## config.mk

```make
export PLATFORM = sky130hd
export DESIGN_NAME = pcs_10g_block_lock
export DESIGN_NICKNAME = d
export VERILOG_FILES = /design/src/rtl/pcs_10g_block_lock.sv
export SDC_FILE = /design/constraint.sdc
export NUM_CORES = 1
export LEC_CHECK = 0
export ABC_AREA = 1
export BUFFER_PORTS_ARGS = -buffer_cell sky130_fd_sc_hd__buf_2
export CAP_MARGIN = 10
export CORE_ASPECT_RATIO = 1.25
export CORE_MARGIN = 2
export CORE_UTILIZATION = 55
export DETAILED_ROUTE_END_ITERATION = 16
export PLACE_DENSITY_LB_ADDON = 0.08
export SLEW_MARGIN = 30
export SYNTH_ARGS = -nofsm -noshare
export SYNTH_HDL_FRONTEND = slang
export SYNTH_SLANG_ARGS = --single-unit
```

## constraint.sdc

```tcl
create_clock -name clk -period 2.6 [get_ports clk]
set_input_delay 0.26 -clock clk [delete_from_list [all_inputs] [get_ports clk]]
set_output_delay 0.26 -clock clk [all_outputs]
set_load 0.005 [all_outputs]
```

## src/rtl/pcs_10g_block_lock.sv

```systemverilog
// rtl/pcs_10g_block_lock.sv - 10GBASE-R receive block-lock controller
//
// Purpose:
//   Watches the 2-bit sync header of each 66-bit block delivered by the RX
//   gearbox and commands single-bit slips until SH_CNT_MAX consecutive valid
//   headers are seen. Once locked, it counts invalid headers per window and
//   drops lock (and slips again) when INVALID_MAX of them land in one window.
//
// Ports:
//   clk                 PCS RX block clock
//   rst                 asynchronous, active-high reset
//   rx_sh[1:0]          sync header of the current block (rx_block[65:64])
//   rx_sh_valid         rx_sh is valid this cycle
//   signal_ok           PMA signal detect (level)
//   slip_req            ask the gearbox to shift alignment by one bit, held until ack
//   slip_ack            gearbox slip done (single-cycle pulse)
//   block_lock          block lock achieved
//   rx_block_valid_out  rx_sh_valid & block_lock, combinational, for the decoder
//   slip_count[15:0]    slips issued since reset, saturating
//   lock_loss_count[15:0] falling edges of block_lock, saturating

module pcs_10g_block_lock #(
    parameter int SH_CNT_MAX   = 64,
    parameter int INVALID_MAX  = 16,
    parameter int SLIP_DISCARD = 2
) (
    input  logic        clk,
    input  logic        rst,
    input  logic [1:0]  rx_sh,
    input  logic        rx_sh_valid,
    input  logic        signal_ok,
    output logic        slip_req,
    input  logic        slip_ack,
    output logic        block_lock,
    output logic        rx_block_valid_out,
    output logic [15:0] slip_count,
    output logic [15:0] lock_loss_count
);

    localparam logic [1:0] ST_LOCK_INIT = 2'd0;
    localparam logic [1:0] ST_TEST_SH   = 2'd1;
    localparam logic [1:0] ST_SLIP      = 2'd2;
    localparam logic [1:0] ST_DISCARD   = 2'd3;

    localparam logic [6:0] SH_CNT_MAX_C   = 7'(SH_CNT_MAX);
    localparam logic [4:0] INVALID_MAX_C  = 5'(INVALID_MAX);
    localparam logic [3:0] SLIP_DISCARD_C = 4'(SLIP_DISCARD);

    logic [1:0]  state_q,           state_d;
    logic [6:0]  sh_cnt_q,          sh_cnt_d;
    logic [4:0]  sh_invalid_cnt_q,  sh_invalid_cnt_d;
    logic [3:0]  discard_cnt_q,     discard_cnt_d;
    logic        block_lock_q,      block_lock_d;
    logic        slip_req_q,        slip_req_d;
    logic [15:0] slip_count_q,      slip_count_d;
    logic [15:0] lock_loss_count_q, lock_loss_count_d;

    // Header evaluation helpers
    logic        sh_ok;
    logic [6:0]  sh_cnt_inc;
    logic [4:0]  sh_invalid_inc;
    logic        enter_slip;

    always_comb begin
        // 2'b01 and 2'b10 are the only legal sync headers
        sh_ok          = rx_sh[1] ^ rx_sh[0];
        sh_cnt_inc     = sh_cnt_q + 7'd1;
        sh_invalid_inc = sh_invalid_cnt_q + {4'd0, ~sh_ok};
    end

    always_comb begin
        state_d           = state_q;
        sh_cnt_d          = sh_cnt_q;
        sh_invalid_cnt_d  = sh_invalid_cnt_q;
        discard_cnt_d     = discard_cnt_q;
        block_lock_d      = block_lock_q;
        slip_req_d        = slip_req_q;
        slip_count_d      = slip_count_q;
        lock_loss_count_d = lock_loss_count_q;
        enter_slip        = 1'b0;

        if (!signal_ok) begin
            // Loss of signal overrides everything, including a pending slip:
            // the gearbox ack for a withdrawn request is never waited for.
            state_d          = ST_LOCK_INIT;
            block_lock_d     = 1'b0;
            slip_req_d       = 1'b0;
            sh_cnt_d         = 7'd0;
            sh_invalid_cnt_d = 5'd0;
            discard_cnt_d    = 4'd0;
        end else begin
            case (state_q)
                ST_LOCK_INIT: begin
                    block_lock_d     = 1'b0;
                    slip_req_d       = 1'b0;
                    sh_cnt_d         = 7'd0;
                    sh_invalid_cnt_d = 5'd0;
                    state_d          = ST_TEST_SH;
                end

                ST_TEST_SH: begin
                    if (rx_sh_valid) begin
                        sh_cnt_d         = sh_cnt_inc;
                        sh_invalid_cnt_d = sh_invalid_inc;
                        // Slip decisions are checked first so they win over
                        // an end-of-window on the same block.
                        if (!sh_ok && !block_lock_q) begin
                            enter_slip = 1'b1;
                        end else if (!sh_ok && (sh_invalid_inc == INVALID_MAX_C)) begin
                            block_lock_d = 1'b0;
                            enter_slip   = 1'b1;
                        end else if (sh_cnt_inc == SH_CNT_MAX_C) begin
                            if (sh_invalid_inc == 5'd0) begin
                                block_lock_d = 1'b1;
                            end
                            sh_cnt_d         = 7'd0;
                            sh_invalid_cnt_d = 5'd0;
                        end
                    end
                end

                ST_SLIP: begin
                    // Headers seen while the gearbox realigns are meaningless
                    if (slip_ack) begin
                        slip_req_d = 1'b0;
                        if (SLIP_DISCARD_C == 4'd0) begin
                            state_d = ST_TEST_SH;
                        end else begin
                            state_d       = ST_DISCARD;
                            discard_cnt_d = SLIP_DISCARD_C;
                        end
                    end
                end

                ST_DISCARD: begin
                    // Flush blocks still in flight from the old alignment
                    if (rx_sh_valid) begin
                        if (discard_cnt_q <= 4'd1) begin
                            discard_cnt_d = 4'd0;
                            state_d       = ST_TEST_SH;
                        end else begin
                            discard_cnt_d = discard_cnt_q - 4'd1;
                        end
                    end
                end

                default: begin
                    state_d = ST_LOCK_INIT;
                end
            endcase

            if (enter_slip) begin
                state_d          = ST_SLIP;
                slip_req_d       = 1'b1;
                sh_cnt_d         = 7'd0;
                sh_invalid_cnt_d = 5'd0;
                if (slip_count_q != 16'hFFFF) begin
                    slip_count_d = slip_count_q + 16'd1;
                end
            end
        end

        // Count every 1->0 of block_lock, whatever caused it
        if (block_lock_q && !block_lock_d && (lock_loss_count_q != 16'hFFFF)) begin
            lock_loss_count_d = lock_loss_count_q + 16'd1;
        end
    end

    always_ff @(posedge clk or posedge rst) begin
        if (rst) begin
            state_q           <= ST_LOCK_INIT;
            sh_cnt_q          <= 7'd0;
            sh_invalid_cnt_q  <= 5'd0;
            discard_cnt_q     <= 4'd0;
            block_lock_q      <= 1'b0;
            slip_req_q        <= 1'b0;
            slip_count_q      <= 16'd0;
            lock_loss_count_q <= 16'd0;
        end else begin
            state_q           <= state_d;
            sh_cnt_q          <= sh_cnt_d;
            sh_invalid_cnt_q  <= sh_invalid_cnt_d;
            discard_cnt_q     <= discard_cnt_d;
            block_lock_q      <= block_lock_d;
            slip_req_q        <= slip_req_d;
            slip_count_q      <= slip_count_d;
            lock_loss_count_q <= lock_loss_count_d;
        end
    end

    assign slip_req           = slip_req_q;
    assign block_lock         = block_lock_q;
    assign slip_count         = slip_count_q;
    assign lock_loss_count    = lock_loss_count_q;
    assign rx_block_valid_out = rx_sh_valid & block_lock_q;

endmodule

```

==> results by stage, run 1 <==
Finish:
- The number of nets in the layout is between 500 and 600.
- In the layout the commonest cells are nand2_1 (144), nand3_1 (60), dfrtp_1 (52), buf_2 (41), inv_1 (39).
- The antenna diode instance count is 0.
- Leaving out fill and tap cells, the most frequent cell in the layout is nand2_1.
- Of the cells placed in the final design, the portion with a size suffix greater than 1 is between 10% and 20%.
- The share of the core filled with cells in the final layout is 63.3%.
- The number of filler instances in the final layout is 542.
- From synthesis to final layout, the design area changed by 11.7%.

Power and ir drop:
- The sum of internal, switching and leakage power is 1.99 mW.
- The internal power is 1.33 mW.
- Summed over all nets, the switching power comes to 0.652 mW.
- VDD sags by at most 397 uV.
- In this run switching power makes up between 30% and 40% of total power.
- In this run, the clock network consumes 27.5% of the power.
- The leakage power total is a little under 2 nW.
- The share of power burned in registers is 47.8%.
- Combinational logic is responsible for between 20% and 30% of the overall power.
- Power spread over the standard cell area amounts to 543 nW/um2.

Clock tree:
- Once the clock tree was built, the resizer swapped 0 gates to a different size.
- Clock tree synthesis selected as its root buffer the cell clkbuf_8.
- After clock tree synthesis, the clock-pin slew on the worst setup and hold paths is 90 ps.
- The number of sinks handled by clock tree synthesis is 52.
- The H-tree generated during clock tree synthesis spans 2 levels.
- The worst-skew pair later-pin latency is 300 ps.
- Counting along the longest clock path gives a buffer depth of 2.
- The TritonCTS buffer count is 5.
- TritonCTS built the clock tree.

Hold path:
- Along the worst hold path, the cell count comes to 3.
- The worst hold path begins at signal_ok.
- The endpoint of the worst hold-timing path is state_q[1].
- The class of the worst hold path is input pin to flip-flop.

Setup path:
- The source of the critical timing path is sh_invalid_cnt_q[0].
- In this design, the stage delay of the slowest critical-path cell is 400 ps.
- STA classifies the critical path endpoint as a flip-flop.
- The worst register-to-register path has a setup slack of 430 ps.
- The startpoint identified for the worst register-to-register timing path is sh_invalid_cnt_q[0].
- The required time of the worst setup path is approximately 2800 ps.
- The signal on the critical path passes through ha_1 > ha_1 > nor2_1 > nand3_1 > nor2_2 > nand2_1 > nand2_2 > nand2_4 > nor2_8 > buf_4 > nand3_1 > nand2_1.
- The reg-to-reg endpoint is slip_count[9].
- STA classifies the critical path startpoint as a flip-flop.
- The critical-path cell with the highest stage delay is dfrtp_1.
- The worst setup path is of the flip-flop to flip-flop kind.
- The number of cells on the worst reg-to-reg path is 12.
- The worst path arrival time is 2410 ps.
- In this run the worst path has a maximum fanout of 11.

STA:
- Across all hold checks on the routed design, the worst slack comes to 324 ps.
- Setup repair after global routing left no endpoint under its margin.
- The final period utilization is 83.4%.
- The max-slew violation total from the final report is 0.
- At the pin with the least slew margin, the transition time is 590 ps.
- For the final database, setup skew stands at 4.91 ps.
- For this run, the top clock speed supported by timing is 461 MHz.
- The worst pin sits at a relative slew slack of 60.3%.
- Summed over all failing endpoints, the final setup total negative slack is 0 ps.
- The setup-violating endpoint count in the final report is 0.
- The number of hold violations in the final report was 0.
- The time the worst path needs with I/O delays and setup is 2170 ps.

Routing:
- The length of routed wiring on met1 is 3160 um.
- The highest routed metal layer is met4.
- In the final routed layout, each cell accounts on average for around 13 um.
- Using the TritonRoute via totals, the vias-per-cell ratio works out to between 5 and 6.
- Wire segments on met3 add up to 260 um in the final route.
- The wire length after detailed routing is between 7000 and 8000 um.
- In the routed design, unresolved DRC markers number 0.
- Detailed routing placed a total of 3550 um of wire on met2.
- The count of nets left with antenna violations once routing finished came out at 0.
- For this block, the via count after detailed routing is 2,923.
- The first routing iteration left 150 violations.
- The first TritonRoute pass finished after 5 iterations.

Global route:
- The largest net degree at the start of global routing is 23.
- The initial antenna violation count is 0.
- The via count of the first global-routing pass is about 2,800.
- The leftover overflow at the end of global routing is 0.
- The first global-routing pass estimated 12,400 um of wire.
- The global-route usage over all layers is 23.0%.

Die:
- The core region is a little under 6000 um2.
- During I/O placement, the number of pins put on the boundary was 42.
- In this run the core area contains 31 standard-cell rows.
- The initial utilization of the core area, before any placement, comes to a little under three fifths.
- The width of the die is 73 um.
- In this run the vertical extent of the chip is about 90 um.
- The area of the die is 6590 um2.

Placed design:
- The HPWL after detailed placement is 5200 um.
- The final estimated routing congestion in global placement is 0.912.
- Input and output buffers added on the ports amount to 41.

Yosys:
- The number of instances in the synthesized netlist is 437.
- The area of the mapped netlist is 3270 um2.
- Of the post-synthesis cell area, the dominant cell type holds 39.8%.
- The mean post-synth cell area is between 7 and 8 um2.
- The part of the Yosys area used for sequential elements is 39.8%.
- During synthesis, Yosys emitted a total of 0 warnings.
- Yosys attributes the largest share of cell area to dfrtp_1 (40%), nand2_1 (17%), nand3_1 (9.2%).
- The cell type contributing the most total cell area after synthesis is dfrtp_1.
- After synthesis the netlist holds a flip-flop and latch count of 52.
- The number of different library cells in the post-synthesis netlist is 31.
- The total nets after synthesis is about 460.

Flow run:
- The number of max-cap violations is 0.

Status:
- The run finished with clean final reports.
[power by group through the flow]
stage	sequential, mW	clock (mW)	combinational [mW]
final	0.950	0.547	0.490
after global placement	0.964	0	0.479
after detailed placement	0.966	0	0.490
after floorplan	0.952	0	0.382
after global routing	0.962	0.597	0.566
after CTS	0.950	0.574	0.493
[layout make-up]
type | count | area (um2) | area share, %
multi-input combinational | 337 | 1770 | 48.3
clock buffer | 6 | 72.6 | 1.98
clock inverter | 2 | 35.0 | 0.958
timing repair buffer | 46 | 245 | 6.71
inverter | 41 | 154 | 4.21
sequential | 52 | 1300 | 35.6
tap | 66 | 82.6 | 2.26
[sequential cells by signal, summed over array words and instances, names as in the netlist]
name / cells
sh_invalid_cnt_q: 5
block_lock: 1
state_q: 2
slip_count: 16
sh_cnt_q: 7
lock_loss_count: 16
discard_cnt_q: 4
slip_req: 1
[synth_stat cells]
cell type,number
a21boi_1,1
ha_1,12
nand3_1,60
xnor2_1,11
nor3b_1,1
nand4_1,5
o22ai_1,2
a21oi_2,2
nor4_1,1
o21ai_0,10
nor2_1,33
nor2_8,1
nand3b_1,3
and2_1,2
nand2_4,3
nand2_1,144
buf_2,3
o2111ai_1,1
and3_1,1
o211ai_1,1
buf_6,2
nand2_2,2
inv_1,40
dfrtp_1,52
a21oi_1,5
nor3_1,13
nand3_4,1
clkinv_1,1
xor2_1,21
nor2_2,1
buf_4,2
[routing by layer]
layer	up-vias	GRT usage [%]
met2	67	39.0
met5	-	0
met1	1357	30.4
li1	1495	-
met3	4	3.13
met4	0	5.71
[cells by family (layout without fill, tap and decap cells)]
logic type	after synthesis	after routing	synth area share, %
flops	52	52	39.8
xor+xnor	32	32	8.56
compound gates	22	22	3.94
buf+inv	48	95	6.31
simple gates	271	271	36.9
fa+ha+maj	12	12	4.59
[what timing repair did]
action,4_1_cts,5_1_grt
hold buffers,1,0
setup endpoints to repair,0,0
buffers inserted,0,0
hold endpoints to repair,20,0
[through the flow]
step / instance area, um2 / std cells / setup WS [ps]
3_5_place_dp: 3540 / 541 / 185
3_3_place_gp: 3540 / 541 / 263
2_1_floorplan: 3270 / 437 / 514
4_1_cts: 3660 / 550 / 428
5_1_grt: 3660 / 550 / 232
6_report: 3660 / 550 / 431
[worst max-delay path by stage]
stage / depth (start not counted) / to / slack, ps
4_1_cts: 12 / lock_loss_count[11] / 430
5_1_grt: 12 / lock_loss_count[0] / 230
3_5_place_dp: 15 / lock_loss_count[3] / 190
2_1_floorplan: 15 / slip_count[2] / 510
3_3_place_gp: 15 / lock_loss_count[8] / 260
6_report: 12 / slip_count[9] / 430
[worst max-delay path, delay by kind of cell (launching register included)]
kind / cells / cell delay, ps
simple gates: 9 / 990
buf+inv: 1 / 200
fa+ha+maj: 2 / 520
flops: 1 / 400
Power figures use the tool's default switching activity.
==> inputs of run 2 (changes only) <==
--- a/config.mk
+++ b/config.mk
@@ -10,7 +10,7 @@
 export CAP_MARGIN = 10
 export CORE_ASPECT_RATIO = 1.25
 export CORE_MARGIN = 2
-export CORE_UTILIZATION = 55
+export CORE_UTILIZATION = 53
 export DETAILED_ROUTE_END_ITERATION = 16
 export PLACE_DENSITY_LB_ADDON = 0.08
 export SLEW_MARGIN = 30
==> constraint.sdc (replaced) <==
create_clock -name clk -period 1.85 [get_ports clk]
set_input_delay 0.185 -clock clk [delete_from_list [all_inputs] [get_ports clk]]
set_output_delay 0.185 -clock clk [all_outputs]
set_load 0.005 [all_outputs]
==> run 2 against run 1 <==
The run now ends with setup timing left. Via count up 5.4%. Register-to-register slack worse by 480 ps. Worst setup slack got worse by 480 ps. First-iteration DRC count fell by 23%. Global-route usage fell by 0.30 points. Clock skew up 7.6 ps. Final area grew 12%. Combinational power increased by 110%. Largest cell class unchanged.
==> results by stage, run 2 (synthesized netlist as in run 1, its figures left out) <==
Status:
- Outcome: finished with violations (was finished clean).
- The checks that failed: setup timing.

Finish:
- The share of the core filled with cells in the final layout was 67.6% (was 63.3%).
- The area used by multi-input combinational logic is 1970 um2 (was 1770 um2).
- The area of all sequential standard cells is 1300 um2 (unchanged).
- The number of filler instances in the final layout is 549 (was 542).
- The fraction of final layout cells with drive strength greater than 1 is 23.2% (was 13.0%).
- The non-filler instance count after layout is 593 (was 550).
- The antenna diode instance count is 0 (unchanged).
- Most frequent cells in the layout: nand2_1 (133), dfrtp_1 (52), nand3_1 (47), buf_2 (41), inv_1 (38) (was nand2_1 (144), nand3_1 (60), dfrtp_1 (52), buf_2 (41), inv_1 (39)).
- The leading cell type in the layout, fill and taps excluded is nand2_1 (unchanged).
- The area overhead of the layout relative to synthesis was 25.6% (was 11.7%).
- The number of nets in the layout is 526 (was 502).

Routing:
- The routed length per placed instance is 13.0 um (was 12.8 um).
- The via-per-instance ratio is 5.19 (was 5.31).
- The wire length after detailed routing came to 7680 um (was 7030 um).
- The post-detailed-route DRC marker count came to 0 (unchanged).
- The number of DRC markers in iteration 0 was 115 (was 150).
- The via total after detailed routing is 3,080 (was 2,923).
- The remaining number of nets flagged by the antenna check after routing is 0 (unchanged).
- The length of the first detailed-routing pass in iterations is 4 (was 5).

Setup path:
- The start-to-end type of the worst setup path is flip-flop to flip-flop (unchanged).
- The element type at the critical path end is a flip-flop (unchanged).
- The kind of cell with the highest combined delay on the critical path is simple AND/OR/NAND/NOR gates (unchanged).
- The element type at the critical path start was a flip-flop (unchanged).
- The critical-path cell with the highest stage delay is dfrtp_1 (unchanged).
- The maximum fanout encountered on the critical timing path is 8 (was 11).
- The number of buffer and inverter instances along the worst setup path is 1 (unchanged).
- The worst path arrival time is 2100 ps (was 2410 ps).
- The biggest cell delay along the critical path is 430 ps (was 400 ps).
- The required time of the worst setup path is 2050 ps (was 2840 ps).
- Critical path, cell by cell: ha_4 > ha_4 > nor2_4 > nand3_2 > nor2_4 > nand2_2 > nand2_2 > nand2_4 > nand3_4 > clkbuf_16 > nand3_1 > nand2_1 (was ha_1 > ha_1 > nor2_1 > nand3_1 > nor2_2 > nand2_1 > nand2_2 > nand2_4 > nor2_8 > buf_4 > nand3_1 > nand2_1).

Clock tree:
- The worst-skew pair later-pin latency is 310 ps (was 300 ps).
- The number of sinks handled by clock tree synthesis is 52 (unchanged).
- The TritonCTS buffer count is 5 (unchanged).
- The clock tree from TritonCTS is done (unchanged).
- The count of H-tree levels built during CTS is 2 (unchanged).
- The number of buffers between clock root and the deepest sink came to 2 (unchanged).
- The library cell used as clock root buffer is clkbuf_8 (unchanged).
- The post-CTS clock slew at the launch and capture registers of the worst setup and hold paths is 100 ps (was 90 ps).

STA:
- The setup-violating endpoint count in the final report is 15 (was 0).
- The final period utilization is 103% (was 83.4%).
- The number of hold violations in the final report is 0 (unchanged).
- RSZ-0062 raised after global routing: yes (was no).
- The worst clock skew is 12.5 ps (was 4.91 ps).
- The final critical-path setup slack is -47.2 ps (was 431 ps).
- The worst slew margin relative to its limit is 66.3% (was 60.3%).
- The maximum clock frequency is 527 MHz (was 461 MHz).
- The actual transition at the worst max-transition pin was 502 ps (was 590 ps).
- The max-slew violation total from the final report is 0 (unchanged).
- The time the worst path needs with I/O delays and setup is 1900 ps (was 2170 ps).
- The aggregate negative setup slack is -412 ps (was 0 ps).

Power and ir drop:
- The maximum resistive drop on vdd was 398 uV (was 397 uV).
- The power density normalized to cell area was 736 nW/um2 (was 543 nW/um2).
- The sum of internal, switching and leakage power is 3.03 mW (was 1.99 mW).
- The leakage power total came to 2.10 nW (was 1.93 nW).

Die:
- The height of the chip is 91.9 um (was 90.3 um).
- The number of top-level pins is 42 (unchanged).
- The initial core utilization is 53.8% (was 56.6%).
- The area of the core came to 6090 um2 (was 5780 um2).
- The number of rows created at floorplan was 32 (was 31).
- The width of the die is 74.3 um (was 73 um).
- The area of the die is 6820 um2 (was 6590 um2).

Global route:
- The largest net degree at the start of global routing is 47 (was 23).
- The leftover overflow at the end of global routing is 0 (unchanged).
- The global-route usage over all layers was 22.7% (was 23.0%).
- The first-pass GRT wire length was 12,500 um (was 12,400 um).
- The via count of the first global-routing pass was 2,888 (was 2,762).
- The initial antenna violation count is 0 (unchanged).

Flow run:
- The number of max-cap violations was 0 (unchanged).

Placed design:
- The port buffer count is 41 (unchanged).
- The final estimated routing congestion in global placement was 0.841 (was 0.912).
- The instance count after placement with tap cells included came to 580 (was 541).
- The worst setup slack before clock tree synthesis was -174 ps (was 185 ps).
- The HPWL after detailed placement is 5380 um (was 5200 um).

Hold path:
- The class of the worst hold path is input pin to flip-flop (unchanged).
[run 2: final timing paths]
| check | startpoint | end | slack [ps] | cells past startpoint |
|---|---|---|---|---|
| worst max-delay path | sh_invalid_cnt_q[0] | lock_loss_count[5] | -50 | 12 |
| worst max register to register | sh_invalid_cnt_q[0] | lock_loss_count[5] | -50 | 12 |
| worst min register to register | slip_req | slip_req | 480 | 2 |
| min in group asynchronous | rst | discard_cnt_q[1] | 290 | 3 |
| max in group asynchronous | rst | lock_loss_count[14] | 1070 | 4 |
| worst min-delay path | signal_ok | state_q[1] | 240 | 3 |
[run 2: tightest hold or removal path, stage by stage]
cell and delay [ps]:
buf_2 180, nand3_1 100, nand2_1 50
[run 2: area by class of cell]
cell class	instances	area share (%)
sequential	52	31.6
tap	85	2.59
timing repair buffer	69	11.9
clock inverter	1	0.183
multi-input combinational	338	47.8
inverter	41	3.74
clock buffer	7	2.10
[run 2: where the power goes]
group,internal [mW],total [mW],switching [mW]
Clock,0.305,0.698,0.393
Sequential,1.23,1.31,0.0822
Combinational,0.440,1.02,0.576
Total,1.97,3.03,1.05
[run 2: metrics by stage]
step                      hold slack [ps]  cell area (um2)
after floorplan                       444             3310
after global placement               92.8             3780
after detailed placement             94.6             3780
after CTS                             226             3910
after global routing                  278             4110
final                                 238             4110
[run 2: what timing repair did]
action | 4_1_cts | 5_1_grt
setup buffers | 1 | 0
endpoints found under the setup margin | 23 | 42
pin swaps | 3 | 18
cloned | 0 | 3
endpoints found under the hold margin | 6 | 0
resized for setup | 5 | 30
hold buffers | 1 | 0
[run 2: metal layers]
| layer | up-vias | routed length [um] | track usage (%) |
|---|---|---|---|
| met1 | 1474 | 3390 | 28.6 |
| li1 | 1544 | - | - |
| met3 | 8 | 216 | 3.19 |
| met5 | - | 0 | 0 |
| met4 | 0 | 76 | 5.65 |
| met2 | 54 | 3990 | 40.2 |
